$ cat config.mk
export PLATFORM = sky130hd
export DESIGN_NAME = block_counter_modn_flat
export DESIGN_NICKNAME = d
export VERILOG_FILES = /design/src/rtl/block_counter_modn_if.sv /design/src/rtl/block_counter_modn.sv /design/src/flat_wrapper.sv
export SDC_FILE = /design/constraint.sdc
export NUM_CORES = 1
export LEC_CHECK = 0
export CAP_MARGIN = 20
export CORE_AREA = 2 2 77 57
export CTS_CLUSTER_DIAMETER = 60
export CTS_CLUSTER_SIZE = 30
export DETAILED_ROUTE_END_ITERATION = 6
export DIE_AREA = 0 0 79 59
export DONT_BUFFER_PORTS = 1
export GPL_ROUTABILITY_DRIVEN = 0
export PLACE_DENSITY = 0.83
export SLEW_MARGIN = 20
export SYNTH_ARGS = -nofsm -noshare
export SYNTH_HDL_FRONTEND = slang
export SYNTH_SLANG_ARGS = --single-unit
$ cat constraint.sdc
create_clock -name clk_50M -period 1.7 [get_ports clk_50M]
set_input_delay 0.255 -clock clk_50M [delete_from_list [all_inputs] [get_ports clk_50M]]
set_output_delay 0.255 -clock clk_50M [all_outputs]
set_load 0.01 [all_outputs]
$ cat src/rtl/block_counter_modn_if.sv
// block_counter_modn_if
//   Control/status bundle for block_counter_modn.
//   master : drives En, Up_Down, Load, Load_Value; observes Output, Tick, Carry
//   slave  : the counter side of the same signals
//   Load_Value/Output pack digit k at bits [k*WIDTH +: WIDTH].
interface block_counter_modn_if #(
    parameter int WIDTH  = 4,
    parameter int DIGITS = 2
);
    logic                      En;
    logic                      Up_Down;
    logic                      Load;
    logic [DIGITS*WIDTH-1:0]   Load_Value;
    logic [DIGITS*WIDTH-1:0]   Output;
    logic                      Tick;
    logic                      Carry;

    modport master (
        output En, Up_Down, Load, Load_Value,
        input  Output, Tick, Carry
    );

    modport slave (
        input  En, Up_Down, Load, Load_Value,
        output Output, Tick, Carry
    );
endinterface

$ cat src/rtl/block_counter_modn.sv
// block_counter_modn
//   Cascadable modulo-MODULUS up/down counter of DIGITS digits, stepped by an
//   internal prescaler that raises a one-cycle Tick every CLK_HZ/TICK_HZ cycles.
//   Everything runs on clk_50M; no derived clocks.
// Ports:
//   clk_50M : clock, rising edge
//   Reset   : asynchronous reset, active low
//   bus     : slave side of block_counter_modn_if
//             En/Up_Down sampled together with Tick, Load has priority,
//             Output/Tick/Carry are registered.
module block_counter_modn #(
    parameter int CLK_HZ  = 50_000_000,
    parameter int TICK_HZ = 1,
    parameter int MODULUS = 10,
    parameter int WIDTH   = 4,
    parameter int DIGITS  = 2
) (
    input logic                  clk_50M,
    input logic                  Reset,
    block_counter_modn_if.slave  bus
);
    localparam int DIV = CLK_HZ / TICK_HZ;
    localparam int PW  = (DIV > 1) ? $clog2(DIV) : 1;
    localparam logic [PW-1:0]    PMAX = PW'(DIV - 1);
    // Highest legal digit value; digits are compared against it explicitly so
    // a non-power-of-two modulus never relies on binary overflow.
    localparam logic [WIDTH-1:0] DMAX = WIDTH'(MODULUS - 1);

    logic [PW-1:0]                  presc_q, presc_d;
    logic                           tick_q, tick_d;
    logic [DIGITS-1:0][WIDTH-1:0]   digit_q, digit_d;
    logic                           carry_q, carry_d;
    logic                           chain;
    logic [WIDTH-1:0]               field;

    always_comb begin
        presc_d = (presc_q == PMAX) ? '0 : presc_q + 1'b1;
        tick_d  = (presc_q == PMAX);
        digit_d = digit_q;
        carry_d = 1'b0;
        chain   = 1'b1;
        field   = '0;
        if (bus.Load) begin
            // Out-of-range load fields clamp to the top digit value.
            for (int k = 0; k < DIGITS; k++) begin
                field      = bus.Load_Value[k*WIDTH +: WIDTH];
                digit_d[k] = (field > DMAX) ? DMAX : field;
            end
        end else if (tick_q && bus.En) begin
            // chain = this digit receives the increment/borrow; it survives
            // past the last digit only when every digit wrapped.
            for (int k = 0; k < DIGITS; k++) begin
                if (chain) begin
                    if (bus.Up_Down) begin
                        if (digit_q[k] == DMAX) begin
                            digit_d[k] = '0;
                        end else begin
                            digit_d[k] = digit_q[k] + 1'b1;
                            chain      = 1'b0;
                        end
                    end else begin
                        if (digit_q[k] == '0) begin
                            digit_d[k] = DMAX;
                        end else begin
                            digit_d[k] = digit_q[k] - 1'b1;
                            chain      = 1'b0;
                        end
                    end
                end
            end
            carry_d = chain;
        end
    end

    always_ff @(posedge clk_50M or negedge Reset) begin
        if (!Reset) begin
            presc_q <= '0;
            tick_q  <= 1'b0;
            digit_q <= '0;
            carry_q <= 1'b0;
        end else begin
            presc_q <= presc_d;
            tick_q  <= tick_d;
            digit_q <= digit_d;
            carry_q <= carry_d;
        end
    end

    assign bus.Output = digit_q;
    assign bus.Tick   = tick_q;
    assign bus.Carry  = carry_q;
endmodule

$ cat src/flat_wrapper.sv
// flat-port wrapper written by rule: the top's interface ports become plain ports
module block_counter_modn_flat 
#(
    parameter int CLK_HZ  = 50_000_000,
    parameter int TICK_HZ = 1,
    parameter int MODULUS = 10,
    parameter int WIDTH   = 4,
    parameter int DIGITS  = 2
)
  (clk_50M, Reset, bus_En, bus_Up_Down, bus_Load, bus_Load_Value, bus_Output, bus_Tick, bus_Carry);
  block_counter_modn_if #(.WIDTH(WIDTH), .DIGITS(DIGITS)) bus_i ();
  input logic clk_50M;
  input logic Reset;
  input wire logic [$bits(bus_i.En)-1:0] bus_En;
  input wire logic [$bits(bus_i.Up_Down)-1:0] bus_Up_Down;
  input wire logic [$bits(bus_i.Load)-1:0] bus_Load;
  input wire logic [$bits(bus_i.Load_Value)-1:0] bus_Load_Value;
  output wire logic [$bits(bus_i.Output)-1:0] bus_Output;
  output wire logic [$bits(bus_i.Tick)-1:0] bus_Tick;
  output wire logic [$bits(bus_i.Carry)-1:0] bus_Carry;
  assign bus_i.En = bus_En;
  assign bus_i.Up_Down = bus_Up_Down;
  assign bus_i.Load = bus_Load;
  assign bus_i.Load_Value = bus_Load_Value;
  assign bus_Output = bus_i.Output;
  assign bus_Tick = bus_i.Tick;
  assign bus_Carry = bus_i.Carry;
  block_counter_modn #(.CLK_HZ(CLK_HZ), .TICK_HZ(TICK_HZ), .MODULUS(MODULUS), .WIDTH(WIDTH), .DIGITS(DIGITS)) u_core (.clk_50M(clk_50M), .Reset(Reset), .bus(bus_i));
endmodule
=== Yosys cells after proc, flatten, opt, wreduce, memory -nomap -nowiden ===
Cells that the tools add are included.

* Muxes and demuxes: 23
* Reduce and logical (&&, ||, !) cells: 6
* Equality and inequality tests: 3
* $lt $le $gt $ge: 2
* Add/sub/neg operators: 5

{| class="wikitable"
|+ Operators with widths
! kind !! number
|-
| 4-bit 2-to-1 mux || 9
|-
| 26-bit by 1-bit adder with 26-bit output (second input constant) || 1
|-
| 26-bit == test (second input constant) || 1
|-
| 26-bit 2-to-1 mux || 1
|-
| 8-bit 2-to-1 mux || 2
|-
| 1-bit 2-to-1 mux || 11
|-
| 4-bit by 1-bit adder with 4-bit output (second input constant) || 2
|-
| 4-bit == test (second input constant) || 2
|-
| 4-bit greater-than comparator (second input constant) || 2
|-
| 4-bit logical NOT || 2
|-
| 4-bit by 1-bit subtractor with 4-bit output (second input constant) || 2
|-
| 2-bit nonzero test || 2
|-
| 2-bit AND reduction || 1
|-
| 1-bit logical AND || 1
|}

* Input bits: 13
* Word-level logic and storage cells: 44
* Bits in registers: 36
* Output and inout port bits: 10

=== Logic depth before layout (Yosys ltp) ===
Gate-level depths: netlist of the first run.

* Depth after elaboration: 8
* Gate-level depth with buffers: 6
* Gate-level depth less buffers: 5

=== Worst setup path before layout of the first run ===
OpenSTA, ideal clock, no wires.

* Path kind: reg2reg
* Start: reg u_core.digit_q (netlist bit u_core.bus.Output[3])
* End: reg u_core.digit_q (netlist bit u_core.bus.Output[7])
* Required time: 1.565 ns
* Period minus slack after synthesis: 1.833 ns
* Cell stages (with the launch flop): 6
* Setup time: 0.135 ns
* Arrival: 1.698 ns
* Setup slack: -0.133 ns
* Buffers on the path: 1
* Cells stage by stage: dfrtp_1 -> clkbuf_1 -> or3_1 -> a2111o_1 -> a2111oi_0 -> o31ai_1

* Longest elaborated chain between the ends: 7
* Elaborated cells between the ends (all ways): 9
* Classes of those cells: 1 x eq/ne; 5 x mux; 3 x reduce/logical

{| class="wikitable"
|+ RTL lines
! what !! line !! source
|-
| start, declared || block_counter_modn.sv:31 || <nowiki>logic [DIGITS-1:0][WIDTH-1:0] digit_q, digit_d;</nowiki>
|-
| start signal, assigned || block_counter_modn.sv:84 || <nowiki>digit_q <= digit_d;</nowiki>
|-
| 4-bit == test / 4-bit logical NOT (equally long branches) || block_counter_modn.sv:55, block_counter_modn.sv:62 ||
|-
| 1-bit 2-to-1 mux, on equally long branches || block_counter_modn.sv:55, block_counter_modn.sv:62 ||
|-
| 1-bit 2-to-1 mux * || block_counter_modn.sv:54 || <nowiki>if (bus.Up_Down) begin</nowiki>
|-
| 1-bit 2-to-1 mux * || block_counter_modn.sv:49 || <nowiki>end else if (tick_q && bus.En) begin</nowiki>
|-
| 1-bit 2-to-1 mux * || block_counter_modn.sv:43 || <nowiki>if (bus.Load) begin</nowiki>
|-
| 2-bit nonzero test (no line) * || -- ||
|-
| 2-bit AND reduction (no line) * || -- ||
|}

Every way passes the cells marked *; elsewhere a longest branch is shown, timed or not. The select of a mux whose other input is x is not followed.
A chain may end at the register's enable or synchronous reset.

=== Worst setup path in the final report of the first run ===
* Start: reg u_core.presc_q[1]
* End: reg u_core.presc_q[19]

* Longest elaborated chain between the ends: 2
* Elaborated cells between the ends (all ways): 3
* Classes of those cells: 1 x add/sub; 1 x eq/ne; 1 x mux

{| class="wikitable"
|+ RTL lines
! what !! line !! source
|-
| start, declared || block_counter_modn.sv:29 || <nowiki>logic [PW-1:0] presc_q, presc_d;</nowiki>
|-
| start signal, assigned || block_counter_modn.sv:82 || <nowiki>presc_q <= presc_d;</nowiki>
|-
| 26-bit by 1-bit adder with 26-bit output / 26-bit == test (equally long branches) || block_counter_modn.sv:37 || <nowiki>presc_d = (presc_q == PMAX) ? '0 : presc_q + 1'b1;</nowiki>
|-
| 26-bit 2-to-1 mux * || block_counter_modn.sv:37 ||
|-
| via u_core.presc_d[19] || block_counter_modn.sv:29 ||
|}

The timed path passes the listed nets; every way through them passes the cells marked *.

==> run metrics, run 1 <==
Die ar. 4661 µm²; wire per inst 17.05 µm; total grt overflow 0; placed cells 304; register bit total from synthesis 36; Setup-failing EPs final 3; vias per cell 6.176; syn_area_per_cell 9.250 µm²; Worst VDD drop 468.9 µV; initial drt markers 288; largest net degree at the start of global routing 37; critical path data required time 1.91 ns; # diodes 0; Final Hold Viols 0; Synth Instances 234; CP startpoint kind flop; gr usage total 0.2350; detailed placer's ending HPWL 3509 µm; most frequent cells in the layout dfrtp_1, buf_4, nand2_1; number of cell rows 19; Leak 0.001110 µW; later-pin clock latency in the skew report 0.29 ns; first-pass GRT wire length 8404 µm; Vias 1964; cell area after synthesis 2165 µm²; Crit Path Category reg -> reg; Post-DRT Antenna Nets 0; Primary FF master, synth dfrtp_1; Worst Path Max Fanout 5; Max transition margin 0.6172; post-synthesis simple-gate area fraction 0.2734; CP Cell Sequence nand4_1, or3_4, or4_1, a21oi_1; Setup WS pre-CTS -0.1010 ns; Tightest Hold Check Type in -> reg; GRT Max-Usage Layer met1; number of flops mapped to enable cells by yosys 0; Async SR Flop Fraction 1.000; met2 usage 0.3329; Max Clock Freq 0.5765 GHz; Post-Synth XOR/XNOR Area 0.08902; pwr/cell area 647.0 nW/µm²; Warnings, synthesis 0; Tcrit/Tclk final 1.020; vias in the first global route 1751; library cells used by synthesis 49; Net Count, Synth 249; # IOs 23; register area share after synthesis 0.4162; Die X 79 µm; failing checks setup timing; Final WS setup -0.03464 ns; status finished with violations; largest family of logic cells by synthesized area simple AND/OR/NAND/NOR gates; Die Ht 59 µm; met1 usage 0.3399; CTS tree yes; post-layout minimum cycle time 1.735 ns; layout cells sized above 1 0.2481; final std cells w/o fill 318; skew final 0.002593 ns; post-synthesis compound-gate area fraction 0.1694; Synth Area in Adders 0.01156; Worst Tran Pin Value 0.5690 ns; Synth-to-Final Area Change 23.87%; Root Driver clkbuf_8; CTS sink cnt 36; Synth area leaders dfrtp_1, xnor2_1, nand2_1; unrepaired setup endpoints after global routing true; core area 3851 µm²; fin. max-slew vios 0; area leader, netlist dfrtp_1; post-synthesis mux area share 0; met3 Use GR 0.07165; clk slew on worst S/H paths 0.07 ns; CP Capture Type flop; first-pass iteration count of the detailed router 4; clk buf depth 2; # port buffers 0; initial core utilization 0.5621; initial antenna violation count 0; crit path DAT 1.95 ns; Max-Cap Viols 0; drc violations 0; Critical Path Slowest Stage Cell or4_1; post-synth top area share 0.4162; Max stage delay on crit path 0.49 ns; CTS Buf Count 5; nets 280; total wire length 5421 µm; CTS H-Tree Depth 2; commonest non-fill, non-tap cell in the layout dfrtp_1
[power by group]
group          internal [µW]  switching, µW  leakage [µW]
Clock                    331            297     0.0000455
Sequential               873           38.1      0.000471
Combinational           92.9            103      0.000594
[critical path: cells and delay by family, from the launching register on]
| family | cells | cell delay [ns] |
|---|---|---|
| AND/OR/NAND/NOR | 3 | 1.12 |
| AO/OA/AOI/OAI | 1 | 0.14 |
| flip-flops | 1 | 0.41 |
[what timing repair did]
action                                  4_1_cts  5_1_grt
buffers inserted                              0        3
gates resized for setup                       3       17
cloned                                        0        1
endpoints found under the setup margin        7       18
pin swaps                                     2        2
endpoints found under the hold margin        36        0
hold buffers                                  2        0
[through the flow]
stage               area (µm²)   TNS (ns)  total power [µW]  hold slack (ns)    util
floorplan                 2180    -0.2081              1051         -0.04059       -
global placement          2424   -0.02713              1077         -0.03910  0.6293
detailed placement        2424    -0.3495              1084         -0.03906  0.6293
CTS                       2559  -0.004995              1733          0.04704  0.6644
global route              2681    -0.8659              1819          0.04677  0.6962
finish                    2681   -0.06969              1735          0.04639  0.6962
[state kept, by name (all words and copies together), names as in the netlist]
| name | flops |
|---|---|
| u_core.bus.Output | 8 |
| u_core.bus.Tick | 1 |
| u_core.presc_q | 26 |
| u_core.bus.Carry | 1 |
[synthesized netlist by cell type, types with 3 or more instances]
cell and count:
inv_1 6, nand2_1 19, or3_1 3, xnor2_1 15
buf_1 3, clkbuf_1 10, nand3_1 11, a21oi_1 14
nor2b_1 3, and3_1 3, xor2_1 7, nor3_1 4
o31ai_1 8, nand4_1 7, and4_1 3, dfrtp_1 36
nand2b_1 4, or4_1 5, nor4_1 6, o21ai_0 9
o21bai_1 3, nor2_1 18
[final cells by class]
type                       count  area (µm²)
fill                         285        1170
multi-input combinational    178        1289
sequential                    36       903.4
timing repair buffer          38       311.5
inverter                       6       22.52
clock buffer                   8       90.09
tap                           52       65.06
[final timing paths]
check,cells after the start,startpoint,endpoint,slack [ns]
setup reg to reg,4,u_core.presc_q[1],u_core.presc_q[19],-0.03
hold / removal,1,bus_Load,u_core.bus.Output[2],0.05
min in group asynchronous,2,Reset,u_core.presc_q[18],0.42
setup / recovery,4,u_core.presc_q[1],u_core.presc_q[19],-0.03
max in group asynchronous,2,Reset,u_core.bus.Output[2],1.08
hold reg to reg,1,u_core.presc_q[24],u_core.presc_q[24],0.52
[logic make-up after synthesis]
logic type	count (synthesis)
buffers and inverters	21
flip-flops	36
AND/OR/NAND/NOR	100
XOR/XNOR	22
AO/OA/AOI/OAI	53
adder cells (fa/ha/maj)	2
[per-layer routing]
layer / wire, µm / share of wire
met5: 0 / 0
met4: 110 / 0.020
met3: 443 / 0.082
met2: 2451 / 0.45
met1: 2416 / 0.45
No activity file was read; power rests on OpenSTA's default activity.
==> run 2: changes to the inputs <==
- SETUP_SLACK_MARGIN: default -> 0.05
==> run metrics, run 2 (synthesis gave the netlist of run 1 again) <==
initial antenna violation count 0 (unchanged); Worst Tran Pin Value 0.4385 ns (-0.1305 ns); status finished with violations; fin. max-slew vios 0 (unchanged); # port buffers 0 (unchanged); CP Capture Type flop; Tcrit/Tclk final 1.033 (+0.01250); Post-DRT Antenna Nets 0 (unchanged); hold depth 1 (unchanged); Max-Cap Viols 0 (unchanged); Die X 79 µm (unchanged); total grt overflow 0 (unchanged); pwr/cell area 623.2 nW/µm² (-3.7%); R2R depth 4 (unchanged); Final WS setup -0.05589 ns (-0.02125 ns); Tightest Hold Check Type in -> reg; setup_tns -0.1370 ns (-0.06730 ns); largest net degree at the start of global routing 37 (unchanged); initial drt markers 222 (-23%); skew final 0.004305 ns (+0.001712 ns); worst hold slack 0.03805 ns (-0.008336 ns); Crit Path Category reg -> reg; number of cell rows 19 (unchanged); Synth-to-Final Area Change 31.85%; CTS tree yes; Die ar. 4661 µm² (unchanged); # IOs 23 (unchanged); clk slew on worst S/H paths 0.07 ns (about the same); gr usage total 0.2338 (-0.001204); Worst VDD drop 646.8 µV (+38%); initial core utilization 0.5621 (unchanged); crit path DAT 1.98 ns (+0.03 ns); CTS Buf Count 5 (unchanged); CP startpoint kind flop; vias per cell 6.184 (+0.13%); drc violations 0 (unchanged); first-pass iteration count of the detailed router 4 (unchanged); detailed placer's ending HPWL 3465 µm (-1.3%); final std cells w/o fill 331 (+4.1%); later-pin clock latency in the skew report 0.30 ns (about the same); Setup-failing EPs final 3 (unchanged); unrepaired setup endpoints after global routing true; most frequent cells in the layout buf_4, dfrtp_1, nand2_1, nor2_1, xnor2_1; commonest non-fill, non-tap cell in the layout buf_4; design area 2854 µm² (+6.4%); critical path data required time 1.92 ns (about the same); Max Clock Freq 0.5695 GHz (-1.2%); Most flops, register u_core.presc_q; # diodes 0 (unchanged); Largest register FFs 26 (unchanged); layout cells sized above 1 0.3297 (+0.08163); total wire length 5922 µm (+9.2%); CTS H-Tree Depth 2 (unchanged); core area 3851 µm² (unchanged); Die Ht 59 µm (unchanged); vias in the first global route 1785 (+1.9%); Root Driver clkbuf_8; clk buf depth 2 (unchanged); Final Hold Viols 0 (unchanged); Worst Path Max Fanout 5 (unchanged); post-layout minimum cycle time 1.756 ns (+0.02125 ns); Max transition margin 0.7052 (+0.08805); Setup WS pre-CTS -0.09144 ns (+0.009598 ns); failing checks setup timing; area post-placement 2445 µm² (+0.88%); placed cells 304 (unchanged); first-pass GRT wire length 8307 µm (-1.2%); wire per inst 17.89 µm (+5.0%); Leak 0.001184 µW (+6.6%); CTS sink cnt 36 (unchanged); Vias 2047 (+4.2%); nets 293 (+4.6%)
## run 2: repair_timing
| item | 4_1_cts | 5_1_grt |
|---|---|---|
| hold endpoints to repair | 36 | 0 |
| hold buffers | 2 | 0 |
| buffers inserted | 5 | 10 |
| endpoints found under the setup margin | 11 | 25 |
| cloned | 0 | 2 |
| pin swaps | 4 | 12 |
| resized for setup | 4 | 33 |
## run 2: area by class of cell
cell class / count / area [µm²]
fillers: 248 / 997.2
repair buffers: 51 / 425.4
well taps: 52 / 65.06
flip-flops and latches: 36 / 904.6
clock inverters: 2 / 10.01
clock buffers: 6 / 82.58
multi-input cells: 178 / 1344
inverters: 6 / 22.52
## run 2: routing by layer
metal / global-route usage / routed length, µm / vias up
li1: - / - / 951
met1: 0.3340 / 2681 / 999
met2: 0.3390 / 2652 / 86
met3: 0.07470 / 480 / 11
met4: 0.08128 / 106 / 0
met5: 0 / 0 / -
## run 2: worst paths after layout
kind / slack [ns] / startpoint / end
worst max-delay path: -0.06 / u_core.presc_q[0] / u_core.presc_q[19]
worst min register to register: 0.51 / u_core.presc_q[24] / u_core.presc_q[24]
worst min-delay path: 0.04 / bus_Load / u_core.bus.Output[4]
max in group asynchronous: 1.11 / Reset / u_core.presc_q[7]
worst max register to register: -0.06 / u_core.presc_q[0] / u_core.presc_q[19]
min in group asynchronous: 0.39 / Reset / u_core.presc_q[22]
## run 2: worst max-delay path, cell delays in order, from the launching register on
cell,delay (ns)
dfrtp_1,0.42
nand4_1,0.21
or3_4,0.45
or4_1,0.47
a21oi_1,0.13
## run 2: power breakdown
part	switching [µW]	internal, µW	total [µW]	leakage, µW
combinational	115	106	222	0.000664
clock	326	323	649	0.0000510
sequential	35.2	872	908	0.000469
total	476	1300	1780	0.00118
## run 2: per-stage QoR
step	utilization	power (µW)
detailed placement	0.6348	1090
global route	0.7411	1847
finish	0.7411	1779
global placement	0.6348	1085
CTS	0.6813	1758
floorplan	-	1058
==> run 3: changes to the inputs <==
- PLACE_DENSITY: 0.83 -> 0.74
==> run metrics, run 3 (synthesis gave the netlist of run 1 again) <==
status finished with violations; failing checks setup timing; largest net degree at the start of global routing 37 (unchanged); CP top delay family simple AND/OR/NAND/NOR gates; unrepaired setup endpoints after global routing true; vias in the first global route 2024 (+13%); initial antenna violation count 0 (unchanged); core area 3851 µm² (unchanged); design area 3035 µm² (+6.4%); met2 usage 0.4092 (+0.07022); later-pin clock latency in the skew report 0.30 ns (about the same); Tcrit/Tclk final 1.071 (+0.03829); # port buffers 0 (unchanged); crit path DAT 2.05 ns (+0.07 ns); GRT Max-Usage Layer met2; Final Total Pwr 1744 µW (-2.0%); CP Capture Type flop; Max stage delay on crit path 0.45 ns (-0.02 ns); Final Hold Viols 0 (unchanged); met3 Use GR 0.06250 (-0.01220); pwr/cell area 574.4 nW/µm² (-7.8%); initial core utilization 0.5621 (unchanged); # fillers 226 (-8.9%); clk slew on worst S/H paths 0.07 ns (about the same); Final WS setup -0.1210 ns (-0.06510 ns); placed cells 304 (unchanged); layout cells sized above 1 0.4152 (+0.08548); clk buf depth 2 (unchanged); Die X 79 µm (unchanged); vias per cell 6.326 (+2.3%); gr usage total 0.2715 (+0.03766); first-pass GRT wire length 9653 µm (+16%); worst path buffer plus inverter count 1 (+1); Critical Path Slowest Stage Cell or4_4; Post-DRT Antenna Nets 0 (unchanged); fin. max-slew vios 0 (unchanged); Crit Path Category reg -> reg; Util after Layout 0.7882 (+0.04711); most frequent cells in the layout buf_4, dfrtp_1, nand2_1; CTS Buf Count 5 (unchanged); initial drt markers 202 (-9.0%); Root Driver clkbuf_8; Setup-failing EPs final 18 (+15); CTS tree yes; worst hold slack 0.04159 ns (+0.003537 ns); Tightest Hold Check Type in -> reg; detailed placer's ending HPWL 3365 µm (-2.9%); Die ar. 4661 µm² (unchanged); # diodes 0 (unchanged); Max Clock Freq 0.5492 GHz (-3.6%); nets 303 (+3.4%); met1 usage 0.3892 (+0.05522); CTS H-Tree Depth 2 (unchanged); total wire length 6838 µm (+15%); total grt overflow 0 (unchanged); post-layout minimum cycle time 1.821 ns (+0.06510 ns); critical path data required time 1.93 ns (about the same); area post-placement 2457 µm² (+0.51%); Worst Path Max Fanout 4 (-1); CP startpoint kind flop; Most flops, register u_core.presc_q; final std cells w/o fill 341 (+3.0%); # IOs 23 (unchanged); CP Cell Sequence nand4_4, buf_6, or3_4, or4_4, a21oi_2; commonest non-fill, non-tap cell in the layout buf_4; Max transition margin 0.6221 (-0.08314); CTS sink cnt 36 (unchanged); Worst Tran Pin Value 0.5617 ns (+0.1232 ns); Leak 0.001236 µW (+4.4%); Worst VDD drop 538.3 µV (-17%); Die Ht 59 µm (unchanged); Largest register FFs 26 (unchanged); Max-Cap Viols 0 (unchanged); first-pass iteration count of the detailed router 4 (unchanged); Synth-to-Final Area Change 40.23%; number of cell rows 19 (unchanged); skew final 0.007453 ns (+0.003148 ns); Vias 2157 (+5.4%); drc violations 0 (unchanged); wire per inst 20.05 µm (+12%)
[run 3: report_power, final]
group          internal, µW  leakage [µW]  switching [µW]
clock                   330     0.0000455             305
sequential              873      0.000466            37.7
combinational          91.5      0.000725             106
[run 3: routing by layer]
layer,part of all wire,vias up
met3,0.061,24
met2,0.49,88
li1,-,977
met5,0,-
met1,0.42,1068
met4,0.025,0
[run 3: repair_timing]
item / 4_1_cts / 5_1_grt
setup endpoints to repair: 20 / 24
gates resized for setup: 13 / 46
pin swaps: 11 / 7
hold buffers: 2 / 0
buffers inserted: 17 / 8
hold endpoints to repair: 36 / 0
gates cloned: 2 / 0
[run 3: final cells by class]
cell class	count	area, µm²	share of cell area
multi-input combinational	178	1425	0.4695
sequential	36	907.1	0.2988
timing repair buffer	61	525.5	0.1731
tap	52	65.06	0.02143
clock buffer	8	90.09	0.02968
inverter	6	22.52	0.007420
[run 3: path summary, 6_finish.rpt]
kind | start | end | slack, ns | depth (start not counted)
max | u_core.presc_q[11] | u_core.presc_q[20] | -0.12 | 5
min | bus_Load | u_core.bus.Output[2] | 0.04 | 1
max reg2reg | u_core.presc_q[11] | u_core.presc_q[20] | -0.12 | 5
min reg2reg | u_core.presc_q[24] | u_core.presc_q[24] | 0.53 | 1
max in group asynchronous | Reset | u_core.presc_q[23] | 1.08 | 2
min in group asynchronous | Reset | u_core.presc_q[12] | 0.41 | 2
[run 3: metrics by stage]
stage                TNS, ns  worst slack (ns)
floorplan           -0.07134          -0.04746
global placement    -0.02326          -0.02326
detailed placement   -0.2861           -0.1064
CTS                 -0.01977          -0.01491
global route          -1.666           -0.1301
finish               -0.7148           -0.1210
